[config.mk]
export PLATFORM = sky130hd
export DESIGN_NAME = alu_sequencer_flat
export DESIGN_NICKNAME = d
export VERILOG_FILES = /design/src/rtl/alu_sequencer_if.sv /design/src/rtl/alu_sequencer.sv /design/src/flat_wrapper.sv
export SDC_FILE = /design/constraint.sdc
export NUM_CORES = 1
export LEC_CHECK = 0
export BUFFER_PORTS_ARGS = -buffer_cell sky130_fd_sc_hd__buf_4
export CAP_MARGIN = 20
export CORE_MARGIN = 3
export CORE_UTILIZATION = 46
export CTS_CLUSTER_SIZE = 24
export DETAILED_ROUTE_END_ITERATION = 12
export PLACE_DENSITY = 0.8
export SLEW_MARGIN = 20
export SYNTH_ARGS = -nofsm -noshare
export SYNTH_HDL_FRONTEND = slang
export SYNTH_SLANG_ARGS = --single-unit
[constraint.sdc]
create_clock -name trigger -period 2.25 [get_ports trigger]
set_input_delay 0.45 -clock trigger [delete_from_list [all_inputs] [get_ports trigger]]
set_output_delay 0.45 -clock trigger [all_outputs]
set_load 0.05 [all_outputs]
[src/rtl/alu_sequencer_if.sv]
// Bus bundle between alu_sequencer and its instruction memory, data memory,
// register bank and alu_control datapath.
interface alu_sequencer_if;
  // Handshake: a request stays high while its wait state lasts. The ack that
  // ends that state is accepted on the same edge. Any ack seen outside the
  // matching wait state is ignored.
  logic        imem_req;
  logic [7:0]  imem_addr;
  logic        imem_ack;
  logic [31:0] imem_data;
  logic [3:0]  alu_cond;
  logic [3:0]  alu_opcode;
  logic        alu_s;
  logic [2:0]  alu_shift;
  logic [15:0] alu_imm;
  logic [3:0]  rf_addr1;
  logic [3:0]  rf_addr2;
  logic        rf_we;
  logic [3:0]  rf_waddr;
  logic        wb_sel;
  logic [31:0] alu_result;
  logic [3:0]  alu_flags;
  logic        dmem_req;
  logic [7:0]  dmem_addr;
  logic        dmem_ack;

  modport master (
    output imem_req, imem_addr, alu_cond, alu_opcode, alu_s, alu_shift, alu_imm,
           rf_addr1, rf_addr2, rf_we, rf_waddr, wb_sel, dmem_req, dmem_addr,
    input  imem_ack, imem_data, alu_result, alu_flags, dmem_ack
  );

  modport slave (
    input  imem_req, imem_addr, alu_cond, alu_opcode, alu_s, alu_shift, alu_imm,
           rf_addr1, rf_addr2, rf_we, rf_waddr, wb_sel, dmem_req, dmem_addr,
    output imem_ack, imem_data, alu_result, alu_flags, dmem_ack
  );
endinterface

[src/rtl/alu_sequencer.sv]
// Multi-cycle fetch/decode/execute/memory/writeback controller for alu_control.
// Optional STALL_TIMEOUT_EN: 16-cycle ack timeout in FETCH/MEMORY forcing HALT.
module alu_sequencer #(
  parameter logic [7:0] RESET_PC = 8'h00,
  parameter logic [7:0] PC_STEP  = 8'd1
) (
  input  logic                   trigger,
  input  logic                   reset,
  input  logic                   run,
  alu_sequencer_if.master        bus,
  output logic [3:0]             flags,
  output logic [7:0]             pc,
  output logic                   halted,
  output logic [2:0]             state
`ifdef STALL_TIMEOUT_EN
  ,
  output logic                   timeout_err
`endif
);

  typedef enum logic [2:0] {
    S_IDLE      = 3'd0,
    S_FETCH     = 3'd1,
    S_DECODE    = 3'd2,
    S_EXECUTE   = 3'd3,
    S_MEMORY    = 3'd4,
    S_WRITEBACK = 3'd5,
    S_HALT      = 3'd6
  } state_t;

  localparam logic [3:0] OP_CMP  = 4'b1000;
  localparam logic [3:0] OP_LDR  = 4'b1001;
  localparam logic [3:0] OP_HALT = 4'b1111;

  state_t      cur;
  logic [31:0] ir;
  logic        cond_pass;
  logic        unused_result_bits;

`ifdef STALL_TIMEOUT_EN
  logic [3:0]  wait_cnt;
`endif

  assign state         = cur;
  assign bus.imem_addr = pc;
  assign bus.alu_cond   = ir[31:28];
  assign bus.alu_opcode = ir[27:24];
  assign bus.alu_s      = ir[23];
  assign bus.alu_shift  = ir[22:20];
  assign bus.rf_waddr   = ir[19:16];
  assign bus.rf_addr1   = ir[15:12];
  assign bus.rf_addr2   = ir[11:8];
  assign bus.alu_imm    = ir[15:0];
  assign unused_result_bits = ^bus.alu_result[31:8];

  // Flags are NZCV; CMP uses the cond field as its comparison selector, so it always runs.
  always_comb begin
    cond_pass = 1'b0;
    case (ir[31:28])
      4'b0000: cond_pass = 1'b1;
      4'b0001: cond_pass = flags[2];
      4'b0010: cond_pass = !flags[2] && (flags[3] == flags[0]);
      4'b0011: cond_pass = (flags[3] != flags[0]);
      4'b0100: cond_pass = !flags[2];
      4'b0101: cond_pass = (flags[3] == flags[0]);
      4'b0110: cond_pass = flags[1] && !flags[2];
      4'b0111: cond_pass = !flags[1] || flags[2];
      default: cond_pass = 1'b0;
    endcase
    if (ir[27:24] == OP_CMP) cond_pass = 1'b1;
  end

  always_ff @(posedge trigger or posedge reset) begin
    if (reset) begin
      cur           <= S_IDLE;
      pc            <= RESET_PC;
      ir            <= '0;
      flags         <= '0;
      halted        <= 1'b0;
      bus.imem_req  <= 1'b0;
      bus.rf_we     <= 1'b0;
      bus.wb_sel    <= 1'b0;
      bus.dmem_req  <= 1'b0;
      bus.dmem_addr <= '0;
`ifdef STALL_TIMEOUT_EN
      wait_cnt      <= '0;
      timeout_err   <= 1'b0;
`endif
    end else begin
      case (cur)
        S_IDLE: begin
          if (run) begin
            cur          <= S_FETCH;
            bus.imem_req <= 1'b1;
          end
        end
        S_FETCH: begin
          if (bus.imem_ack) begin
            ir           <= bus.imem_data;
            bus.imem_req <= 1'b0;
            cur          <= S_DECODE;
`ifdef STALL_TIMEOUT_EN
            wait_cnt     <= '0;
          end else if (wait_cnt == 4'd15) begin
            wait_cnt     <= '0;
            bus.imem_req <= 1'b0;
            halted       <= 1'b1;
            timeout_err  <= 1'b1;
            cur          <= S_HALT;
          end else begin
            wait_cnt     <= wait_cnt + 4'd1;
`endif
          end
        end
        S_DECODE: begin
          if (ir[27:24] == OP_HALT) begin
            halted <= 1'b1;
            cur    <= S_HALT;
          end else if (!cond_pass) begin
            pc <= pc + PC_STEP;
            if (run) begin
              cur          <= S_FETCH;
              bus.imem_req <= 1'b1;
            end else begin
              cur <= S_IDLE;
            end
          end else begin
            cur <= S_EXECUTE;
          end
        end
        S_EXECUTE: begin
          if (ir[23]) flags <= bus.alu_flags;
          if (ir[27:24] == OP_LDR) begin
            bus.dmem_addr <= bus.alu_result[7:0];
            bus.dmem_req  <= 1'b1;
            cur           <= S_MEMORY;
          end else begin
            bus.rf_we <= (ir[27:24] <= OP_CMP);
            cur       <= S_WRITEBACK;
          end
        end
        S_MEMORY: begin
          if (bus.dmem_ack) begin
            bus.dmem_req <= 1'b0;
            bus.wb_sel   <= 1'b1;
            bus.rf_we    <= 1'b1;
            cur          <= S_WRITEBACK;
`ifdef STALL_TIMEOUT_EN
            wait_cnt     <= '0;
          end else if (wait_cnt == 4'd15) begin
            wait_cnt     <= '0;
            bus.dmem_req <= 1'b0;
            halted       <= 1'b1;
            timeout_err  <= 1'b1;
            cur          <= S_HALT;
          end else begin
            wait_cnt     <= wait_cnt + 4'd1;
`endif
          end
        end
        S_WRITEBACK: begin
          bus.rf_we  <= 1'b0;
          bus.wb_sel <= 1'b0;
          pc         <= pc + PC_STEP;
          if (run) begin
            cur          <= S_FETCH;
            bus.imem_req <= 1'b1;
          end else begin
            cur <= S_IDLE;
          end
        end
        S_HALT: begin
          cur <= S_HALT;
        end
        default: begin
          cur <= S_IDLE;
        end
      endcase
    end
  end

endmodule

[src/flat_wrapper.sv]
// flat-port wrapper written by rule: the top's interface ports become plain ports
module alu_sequencer_flat 
#(
  parameter logic [7:0] RESET_PC = 8'h00,
  parameter logic [7:0] PC_STEP  = 8'd1
)
  (trigger, reset, run, flags, pc, halted, state, bus_imem_req, bus_imem_addr, bus_alu_cond, bus_alu_opcode, bus_alu_s, bus_alu_shift, bus_alu_imm, bus_rf_addr1, bus_rf_addr2, bus_rf_we, bus_rf_waddr, bus_wb_sel, bus_dmem_req, bus_dmem_addr, bus_imem_ack, bus_imem_data, bus_alu_result, bus_alu_flags, bus_dmem_ack);
  alu_sequencer_if bus_i ();
  input  logic trigger;
  input  logic reset;
  input  logic run;
  output logic [3:0] flags;
  output logic [7:0] pc;
  output logic halted;
  output logic [2:0] state;
  output wire logic [$bits(bus_i.imem_req)-1:0] bus_imem_req;
  output wire logic [$bits(bus_i.imem_addr)-1:0] bus_imem_addr;
  output wire logic [$bits(bus_i.alu_cond)-1:0] bus_alu_cond;
  output wire logic [$bits(bus_i.alu_opcode)-1:0] bus_alu_opcode;
  output wire logic [$bits(bus_i.alu_s)-1:0] bus_alu_s;
  output wire logic [$bits(bus_i.alu_shift)-1:0] bus_alu_shift;
  output wire logic [$bits(bus_i.alu_imm)-1:0] bus_alu_imm;
  output wire logic [$bits(bus_i.rf_addr1)-1:0] bus_rf_addr1;
  output wire logic [$bits(bus_i.rf_addr2)-1:0] bus_rf_addr2;
  output wire logic [$bits(bus_i.rf_we)-1:0] bus_rf_we;
  output wire logic [$bits(bus_i.rf_waddr)-1:0] bus_rf_waddr;
  output wire logic [$bits(bus_i.wb_sel)-1:0] bus_wb_sel;
  output wire logic [$bits(bus_i.dmem_req)-1:0] bus_dmem_req;
  output wire logic [$bits(bus_i.dmem_addr)-1:0] bus_dmem_addr;
  input wire logic [$bits(bus_i.imem_ack)-1:0] bus_imem_ack;
  input wire logic [$bits(bus_i.imem_data)-1:0] bus_imem_data;
  input wire logic [$bits(bus_i.alu_result)-1:0] bus_alu_result;
  input wire logic [$bits(bus_i.alu_flags)-1:0] bus_alu_flags;
  input wire logic [$bits(bus_i.dmem_ack)-1:0] bus_dmem_ack;
  assign bus_imem_req = bus_i.imem_req;
  assign bus_imem_addr = bus_i.imem_addr;
  assign bus_alu_cond = bus_i.alu_cond;
  assign bus_alu_opcode = bus_i.alu_opcode;
  assign bus_alu_s = bus_i.alu_s;
  assign bus_alu_shift = bus_i.alu_shift;
  assign bus_alu_imm = bus_i.alu_imm;
  assign bus_rf_addr1 = bus_i.rf_addr1;
  assign bus_rf_addr2 = bus_i.rf_addr2;
  assign bus_rf_we = bus_i.rf_we;
  assign bus_rf_waddr = bus_i.rf_waddr;
  assign bus_wb_sel = bus_i.wb_sel;
  assign bus_dmem_req = bus_i.dmem_req;
  assign bus_dmem_addr = bus_i.dmem_addr;
  assign bus_i.imem_ack = bus_imem_ack;
  assign bus_i.imem_data = bus_imem_data;
  assign bus_i.alu_result = bus_alu_result;
  assign bus_i.alu_flags = bus_alu_flags;
  assign bus_i.dmem_ack = bus_dmem_ack;
  alu_sequencer #(.RESET_PC(RESET_PC), .PC_STEP(PC_STEP)) u_core (.trigger(trigger), .reset(reset), .run(run), .bus(bus_i), .flags(flags), .pc(pc), .halted(halted), .state(state));
endmodule
Word level (Yosys, flattened, before mapping)
Index checks and enable logic that the tools add are counted.
{"block": "classes", "magnitude_cmp": 1, "muxes": 25, "n_addsub": 1, "eq_ne": 25, "reduce_logical": 23}
{"cell": "case mux 3 bit (7 select lines)", "n": 1}
{"cell": "== test 4 x 3 -> 1 bit, second input constant", "n": 4}
{"cell": "two-way mux 8 bit", "n": 2}
{"cell": "case mux 8 bit (2 select lines)", "n": 1}
{"cell": "== test 4 bit, second input constant", "n": 3}
{"cell": "two-way mux 3 bit", "n": 4}
{"cell": "inequality test 2 bit, second input constant", "n": 6}
{"cell": "AND reduction 3 bit", "n": 4}
{"cell": "two-way mux 1 bit", "n": 11}
{"cell": "AND reduction 2 bit", "n": 5}
{"cell": "== test 3 bit, second input constant", "n": 3}
{"cell": "adder 8 x 1 -> 8 bit, second input constant", "n": 1}
{"cell": "== test 4 x 2 -> 1 bit, second input constant", "n": 2}
{"cell": "case mux 1 bit (8 select lines)", "n": 1}
{"cell": "== test 3 x 2 -> 1 bit, second input constant", "n": 2}
{"cell": "case mux 1 bit (3 select lines)", "n": 2}
{"cell": "nonzero test 2 bit", "n": 3}
{"cell": "nonzero test 3 bit", "n": 2}
{"cell": "== test 4 x 1 -> 1 bit, second input constant", "n": 1}
{"cell": "less-or-equal comparator 4 bit, second input constant", "n": 1}
{"cell": "zero test 4 bit", "n": 1}
{"cell": "case mux 1 bit (2 select lines)", "n": 2}
{"cell": "AND reduction 4 bit", "n": 1}
{"cell": "== test 3 x 1 -> 1 bit, second input constant", "n": 1}
{"cell": "other kinds (9)", "n": 11}
{"block": "word_totals", "regBits": 60, "wordCells": 85, "out_inout_bits": 76}

Longest topological paths before layout
Gate-level depths: netlist of the first run.
{"block": "depth", "depth_word": 7, "depth_mapped": 6, "ltp_nobuf": 6}

Least setup slack after synthesis of the first run
No wires, ideal clock.
{"block": "synth_path", "path_kind": "reg-to-reg", "start": "register u_core.cur[0], in the netlist u_core.state[0]", "end": "register u_core.ir[10]", "required_ns": 2.125, "setup_slack_ns": 0.101, "arrival_time_ns": 2.024, "stages_incl_launch_ff": 6, "setup_time_ns": 0.125, "cell_sequence": "dfrtp_1 > buf_2 > inv_1 > nor4b_4 > buf_2 > mux2_2"}
{"block": "synth_between", "elab_chain_len": 2}
{"element": "start, declared", "line": "alu_sequencer.sv:35", "rtl": "state_t cur;"}
{"element": "start signal, assigned", "line": "alu_sequencer.sv:75", "rtl": "cur <= S_IDLE;"}
{"element": "start signal, assigned", "line": "alu_sequencer.sv:93", "rtl": "cur <= S_FETCH;"}
{"element": "start signal, assigned", "line": "alu_sequencer.sv:101", "rtl": "cur <= S_DECODE;"}
{"element": "== test 3 x 1 -> 1 bit", "line": "alu_sequencer.sv:90", "rtl": "case (cur)"}
{"element": "AND reduction 2 bit (no source line)"}
{"element": "end signal, assigned", "line": "alu_sequencer.sv:99", "rtl": "ir <= bus.imem_data;"}
{"element": "end, declared", "line": "alu_sequencer.sv:36", "rtl": "logic [31:0] ir;"}
Every way passes these cells.
A chain may end at the register's enable or synchronous reset.

Final worst setup path of the first run
{"block": "layout_path", "start": "register u_core.ir[29]", "end": "register u_core.pc[7], in the netlist u_core.bus.imem_addr[7]"}
{"block": "layout_between", "elab_chain_len": 5}
{"element": "== test 4 x 3 -> 1 bit, or another cell as far along", "line": "alu_sequencer.sv:59", "rtl": "case (ir[31:28])"}
{"element": "case mux 1 bit (8 select lines) *", "line": "alu_sequencer.sv:59"}
{"element": "two-way mux 1 bit *", "line": "alu_sequencer.sv:70", "rtl": "if (ir[27:24] == OP_CMP) cond_pass = 1'b1;"}
{"element": "inequality test 2 bit (no source line) *"}
{"element": "AND reduction 3 bit (no source line) *"}
{"element": "end signal, assigned", "line": "alu_sequencer.sv:120", "rtl": "pc <= pc + PC_STEP;"}
{"element": "end signal, assigned", "line": "alu_sequencer.sv:164", "rtl": "pc <= pc + PC_STEP;"}
{"element": "end, declared", "line": "alu_sequencer.sv:12", "rtl": "output logic [7:0] pc,"}
Mark *: on every way between the ends. The rest lies on a longest branch, timed or not.

==> results of run 1 <==
[routing by layer]
metal | up-vias | share of wire | GRT usage
met5 | - | 0 | 0
met1 | 1183 | 0.38 | 0.2414
li1 | 1152 | - | -
met2 | 117 | 0.50 | 0.3303
met4 | 0 | 0.0095 | 0.08074
met3 | 10 | 0.11 | 0.09981
[final timing paths]
kind                             startpoint                       to
setup / recovery              u_core.ir[29]  u_core.bus.imem_addr[7]
hold / removal                        reset  u_core.bus.dmem_addr[0]
setup reg to reg              u_core.ir[29]  u_core.bus.imem_addr[7]
hold reg to reg               u_core.halted            u_core.halted
max in group asynchronous             reset          u_core.flags[3]
min in group trigger       bus_imem_data[3]             u_core.ir[3]
[registers in the layout, indices dropped and copies added (netlist names), 3 cells and up]
register,flops
u_core.bus.dmem_addr,8
u_core.bus.imem_addr,8
u_core.flags,4
u_core.ir,32
u_core.state,3
[placed cells by master (no fill, tap or decap), types with 6 or more instances in the layout]
cell type	netlist	layout
clkbuf_8	0	11
a21oi_1	10	10
buf_4	16	129
inv_1	8	7
o21ai_0	10	10
mux2_2	44	44
dfrtp_1	60	60
o311ai_0	7	7
nand4_1	10	10
nand3_1	6	6
nand2_1	13	13
[area by class of cell]
cell class | count | share of cell area
clock buffer | 11 | 0.03663
timing repair buffer | 131 | 0.2440
clock inverter | 4 | 0.01181
multi-input combinational | 159 | 0.3143
tap | 75 | 0.02271
inverter | 8 | 0.007266
sequential | 60 | 0.3633
[worst max-delay path: stages, from the launching register on]
cell and delay, ps:
dfrtp_1 460, or3_1 410, nand4_1 200, nand4_4 230, a2111oi_2 440, a311o_1 180
[stage by stage]
step                      hold WS (ps)    util  instance area [µm²]  setup WS (ps)  instances
after floorplan                  572.4       -                 3000          100.9        254
after global placement           468.4  0.6414                 3933          363.6        433
after detailed placement         466.8  0.6414                 3933          287.5        433
after CTS                        192.6  0.6741                 4133          267.5        448
after global routing             202.3  0.6741                 4133          119.5        448
final                            184.2  0.6741                 4133          271.9        448
[kinds of logic after synthesis]
logic type      Yosys count  synth area share
mux                      46            0.1722
xor+xnor                  2          0.005839
compound gates           46            0.1130
fa+ha+maj                 1          0.004169
flops                    60            0.5004
buf+inv                  35           0.06672
simple gates             64            0.1376
==> flow_summary.toml, run 1 <==
[cells_and_area]
drive_gt1_frac = 0.5416
antenna_cells = 0
nets = 443
fillers = 471
seq_area_um2 = 1501
area_growth_pct = 37.74
multiInputGateArea_um2 = 1299

[die]
io_pins = 149
die_height_um = 86.76
die_w_um = 86.76
row_count = 28
start_util = 0.4894
core_um2 = 6131
die_area_um2 = 7527

[placed_design]
gp_congestion = 0.7974
io_buffer_count = 124
hpwl_mm = 5.481

[sta]
fin_skew_ps = 8.588
final.period_utilization = 0.8792
slew_violations = 0
min_period_ps = 1978
fmax_mhz = 505.5
hold_violations = 0
rsz0062_at_grt = "no"
setup_tns_ps = 0
setup_viol_count_final = 0
relSlewSlack = 0.6901
tightest_slew_ps = 463.2

[cts]
cts-resized-gates = 0
htree_levels = 3
hold_buffers = 0
cts_tree = "yes"
cts.reportedPaths.clkPinSlew_ps = 70
postCtsSetupBuffers = 0
numCtsBuffers = 9
root_buffer = "clkbuf_8"
clock_sinks = 60
clk_latency_ps = 330
cts_max_path_buffers = 2

[detailed_routing]
route.detailed.drc = 0
wl_per_cell_um = 16.42
antenna_left = 0
drt_wl_total_mm = 7.356
num_vias = 2462
first_iter_violations = 140
dr.pass1.iters = 4
via_per_inst = 5.496

[synth]
syn_area_per_cell_um2 = 11.81
synthFlopType = "dfrtp_1"
synthArstFlopShare = 1.000
synth_edf_count = 0
netlist_instances = 254
synth_common_cells = "60 x dfrtp_1, 44 x mux2_2, 16 x buf_4"
syn-num-nets = 328
yosysTopAreaCell = "dfrtp_1"
synth_top_area_frac = 0.5004
synth_warnings = 0
seq_area_frac_synth = 0.5004
synthTopCellsByArea = "dfrtp_1 50%, mux2_2 17%, buf_4 4.0%"
synth.most_common_cell = "dfrtp_1"
synthDistinctLibCells = 55
netlist_area_um2 = 3000
synth_seq_cells = 60

[grt]
grt_pass1_wl_mm = 12.19
grt_pass1_vias = 2599
grt_max_degree = 61
antenna_found_initial = 0
grt_util_all_layers = 0.2073
overflow = 0

[setup_path]
critPathArrivalTime_ps = 2240
cp-start-kind = "flop"
cp.required_ps = 2510
worst-setup-path-type = "flop to flop"
endpoint_kind = "flop"
crit_fanout = 9
ff2ff_setup_slack_ps = 270
ff2ff_path_depth = 5

[job]
cap_violations = 0

[run_status]
status = "completed"

[worst_hold_path]
hp-class = "primary input to async pin"
Power of run 1 is left out: the tool's default activity adds up to more than one toggle a clock period on the data nets, which glitch-free logic cannot reach.
==> inputs of run 2 (changes only) <==
--- a/config.mk
+++ b/config.mk
@@ -7,7 +7,7 @@
 export LEC_CHECK = 0
 export BUFFER_PORTS_ARGS = -buffer_cell sky130_fd_sc_hd__buf_4
 export CAP_MARGIN = 20
-export CORE_MARGIN = 3
+export CORE_MARGIN = 2
 export CORE_UTILIZATION = 46
 export CTS_CLUSTER_SIZE = 24
 export DETAILED_ROUTE_END_ITERATION = 12
==> flow_summary.toml, run 2 (synthesized netlist as in run 1, its figures left out) <==
[sta]
fmax_mhz = 519.9
slew_violations = 0
setup_tns_ps = 0
rsz0062_at_grt = "no"
final.period_utilization = 0.8549
tightest_slew_ps = 486.8
relSlewSlack = 0.6743
fin_skew_ps = 7.461
min_period_ps = 1924
setup_viol_count_final = 0
hold_violations = 0

[setup_path]
max_stage_delay_ps = 380
critPathArrivalTime_ps = 2130
worst-path-buf-inv = 1
crit_family = "compound AO/OA/AOI/OAI gates"
endpoint_kind = "flop"
cp-start-kind = "flop"
crit_fanout = 13
worst-setup-path-type = "flop to flop"
cpMaxStageDelayCell = "dfrtp_1"
cp.required_ps = 2450
path_cells = "buf_4 > and3b_1 > nor2_1 > o21ai_0 > o311ai_0 > a311o_1"

[cells_and_area]
mostFrequentLayoutCells = "131 x buf_4, 60 x dfrtp_1, 44 x mux2_2, 13 x nand2_1"
largest_register = "u_core.ir"
largest_reg_flops = 32
antenna_cells = 0
area_growth_pct = 38.70
layout_commonest_cell = "buf_4"
drive_gt1_frac = 0.5387
nets = 444

[grt]
grt_pass1_vias = 2473
antenna_found_initial = 0
grt_pass1_wl_mm = 11.41
grt_max_degree = 61
grt_util_all_layers = 0.2000
overflow = 0

[die]
core_um2 = 6314
row_count = 29
die_area_um2 = 7184
die_height_um = 84.76
io_pins = 149
die_w_um = 84.76
start_util = 0.4752

[detailed_routing]
dr.pass1.iters = 4
drt_wl_total_mm = 6.971
antenna_left = 0
via_per_inst = 5.540
route.detailed.drc = 0
num_vias = 2504
first_iter_violations = 59
wl_per_cell_um = 15.42

[cts]
htree_levels = 3
postCtsSetupBuffers = 0
root_buffer = "clkbuf_8"
cts_max_path_buffers = 2
clock_sinks = 60
hold_buffers = 0
numCtsBuffers = 9
cts-resized-gates = 0
cts.reportedPaths.clkPinSlew_ps = 70
cts_tree = "yes"
clk_latency_ps = 330

[run_status]
status = "completed"

[placed_design]
gp_congestion = 0.8147
hpwl_mm = 5.157
io_buffer_count = 124

[worst_hold_path]
hp-class = "primary input to async pin"

[job]
cap_violations = 0
[run 2: cell types whose count changed in the layout (fill, tap and decap cells not counted)]
cell	before	now
clkbuf_8	11	9
clkinv_4	1	0
buf_12	2	1
buf_4	129	131
bufinv_16	1	3
clkbuf_1	0	2
[run 2: area by class of cell]
| class | count | area, µm² |
|---|---|---|
| inverters | 8 | 30.03 |
| repair buffers | 132 | 1003 |
| flip-flops and latches | 60 | 1501 |
| clock inverters | 5 | 100.1 |
| clock buffers | 11 | 131.4 |
| well taps | 77 | 96.34 |
| multi-input cells | 159 | 1299 |
| fillers | 475 | 2152 |
[run 2: tightest hold or removal path, delay by kind of cell]
kind | cells | cell delay, ps
buffers and inverters | 3 | 460
[run 2: path summary, 6_finish.rpt]
path	from	endpoint	slack [ps]	cells past startpoint
max in group asynchronous	reset	u_core.bus.imem_addr[6]	1810	3
min in group trigger	bus_imem_data[31]	u_core.ir[31]	350	2
setup / recovery	u_core.state[2]	u_core.bus.imem_addr[6]	330	6
hold / removal	reset	u_core.bus.imem_addr[7]	180	3
setup reg to reg	u_core.state[2]	u_core.bus.imem_addr[6]	330	6
hold reg to reg	u_core.halted	u_core.halted	480	1
[run 2: stage by stage]
step	setup slack [ps]	hold WS (ps)	std cells	cell area, µm²	util
after floorplan	100.9	572.4	254	3000	-
after global placement	353.6	462.0	436	3930	0.6225
after detailed placement	330.2	463.1	436	3930	0.6225
after CTS	323.7	181.4	452	4161	0.6591
after global routing	154.1	197.9	452	4161	0.6591
final	326.4	182.9	452	4161	0.6591
[run 2: routing by layer]
metal / vias to the layer above / track usage / share of wire
met5: - / 0 / 0
met1: 1241 / 0.2449 / 0.38
li1: 1158 / - / -
met4: 0 / 0.06494 / 0.011
met2: 97 / 0.3214 / 0.51
met3: 8 / 0.08456 / 0.098
Power of run 2 is left out for the same reason.
==> inputs of run 3 (changes only) <==
--- a/config.mk
+++ b/config.mk
@@ -5,10 +5,11 @@
 export SDC_FILE = /design/constraint.sdc
 export NUM_CORES = 1
 export LEC_CHECK = 0
+export ABC_AREA = 1
 export BUFFER_PORTS_ARGS = -buffer_cell sky130_fd_sc_hd__buf_4
 export CAP_MARGIN = 20
 export CORE_MARGIN = 2
-export CORE_UTILIZATION = 46
+export CORE_UTILIZATION = 45
 export CTS_CLUSTER_SIZE = 24
 export DETAILED_ROUTE_END_ITERATION = 12
 export PLACE_DENSITY = 0.8
==> flow_summary.toml, run 3 <==
[synth]
yosysTopAreaCell = "dfrtp_1"
synth_edf_count = 0
synthFlopType = "dfrtp_1"
seq_area_frac_synth = 0.5284
syn-num-nets = 349
synth-xor-area-share = 0.01849
syn_area_per_cell_um2 = 10.33
synthTopCellsByArea = "dfrtp_1 53%, mux2_2 7.1%, nand2_1 5.9%"
synth_common_cells = "60 x dfrtp_1, 45 x nand2_1, 25 x nor2_1"
synthMuxAreaShare = 0.1453
synth.most_common_cell = "dfrtp_1"
synth_compound_area_frac = 0.04491
synthArstFlopShare = 1.000
synthAdderAreaFrac = 0.004403
synth_warnings = 0
synthDistinctLibCells = 31
synth_top_family_by_area = "simple AND/OR/NAND/NOR gates"
synth_top_area_frac = 0.5284
netlist_area_um2 = 2841
netlist_instances = 275
synth_seq_cells = 60
yosys.area_share.simple = 0.1625

[die]
start_util = 0.4716
die_w_um = 83.47
core_um2 = 6026
io_pins = 149
die_area_um2 = 6966
row_count = 28
die_height_um = 83.47

[setup_path]
endpoint_kind = "flop"
cp.required_ps = 2470
cp-start-kind = "flop"
worst-setup-path-type = "flop to flop"
critPathArrivalTime_ps = 1900
crit_fanout = 12

[cts]
hold_buffers = 0
clock_sinks = 60
htree_levels = 3
root_buffer = "clkbuf_8"
clk_latency_ps = 330
postCtsSetupBuffers = 0
cts_max_path_buffers = 2
numCtsBuffers = 9
cts_tree = "yes"
cts-resized-gates = 0
cts.reportedPaths.clkPinSlew_ps = 70

[detailed_routing]
antenna_left = 0
dr.pass1.iters = 4
wl_per_cell_um = 13.58
via_per_inst = 4.869
num_vias = 2298
drt_wl_total_mm = 6.411
route.detailed.drc = 0
first_iter_violations = 165

[grt]
overflow = 0
antenna_found_initial = 0
grt_pass1_vias = 2201
gr-usage-met3 = 0.05440
grtUsageMet1 = 0.2257
grt_pass1_wl_mm = 10.47
grt_max_degree = 35
busiest_layer = "met2"
use_met2 = 0.3182
grt_util_all_layers = 0.1869

[placed_design]
hpwl_mm = 4.875
gp_congestion = 0.8795
io_buffer_count = 124

[cells_and_area]
mostFrequentLayoutCells = "125 x buf_4, 60 x dfrtp_1, 45 x nand2_1, 25 x nor2_1, 23 x inv_1"
largest_reg_flops = 32
drive_gt1_frac = 0.4685
layout_commonest_cell = "buf_4"
largest_register = "u_core.ir"
nets = 466
area_growth_pct = 41.44
antenna_cells = 0

[sta]
rsz0062_at_grt = "no"
slew_violations = 0
setup_tns_ps = 0
final.period_utilization = 0.7477
fmax_mhz = 594.4
fin_skew_ps = 8.786
relSlewSlack = 0.6147
hold_violations = 0
min_period_ps = 1682
tightest_slew_ps = 577.1
setup_viol_count_final = 0

[worst_hold_path]
hp-class = "primary input to async pin"

[job]
cap_violations = 0

[run_status]
status = "completed"
[run 3: area by class of cell]
class,count,area (µm²)
multi-input combinational,165,1067
clock buffer,13,178.9
sequential,60,1501
fill,490,2007
inverter,29,108.9
timing repair buffer,127,978.4
tap,75,93.84
clock inverter,3,90.09
[run 3: layer usage]
metal,wire length [µm],part of all wire
met5,0,0
met4,83,0.013
met3,595,0.093
met2,3128,0.49
met1,2604,0.41
[run 3: per-stage QoR]
stage	util	area, µm²	hold slack, ps	cells	setup WS [ps]
finish	0.6669	4019	180.3	472	567.6
global route	0.6669	4019	227.1	472	375.5
CTS	0.6669	4019	187.5	472	566.7
global placement	0.6223	3750	449.2	456	627.4
detailed placement	0.6223	3750	451.3	456	593.4
floorplan	-	2841	581.7	275	315.3
[run 3: logic make-up after synthesis]
group | Yosys count
multiplexers | 34
flip-flops | 60
AO/OA/AOI/OAI | 21
buffers and inverters | 50
AND/OR/NAND/NOR | 103
XOR/XNOR | 6
adder cells (fa/ha/maj) | 1
[run 3: path summary, 6_finish.rpt]
check	endpoint	cells past startpoint	slack [ps]	startpoint
setup / recovery	u_core.bus.imem_addr[4]	12	570	u_core.ir[29]
hold / removal	u_core.ir[13]	2	180	reset
setup reg to reg	u_core.bus.imem_addr[4]	12	570	u_core.ir[29]
hold reg to reg	u_core.halted	2	460	u_core.halted
max in group asynchronous	u_core.ir[17]	3	1480	reset
min in group trigger	u_core.bus.dmem_addr[7]	2	340	bus_alu_result[7]
[run 3: critical path: stages (launching register included)]
cell,delay (ps)
dfrtp_1,450
inv_2,110
nand3_1,70
nand2_1,60
nand2_1,40
nand2_1,60
nand2_1,40
nand2_1,110
nand3_2,80
nand2_2,220
nand2_2,180
nand2_1,90
nand2_1,50
Power of run 3 is left out for the same reason.
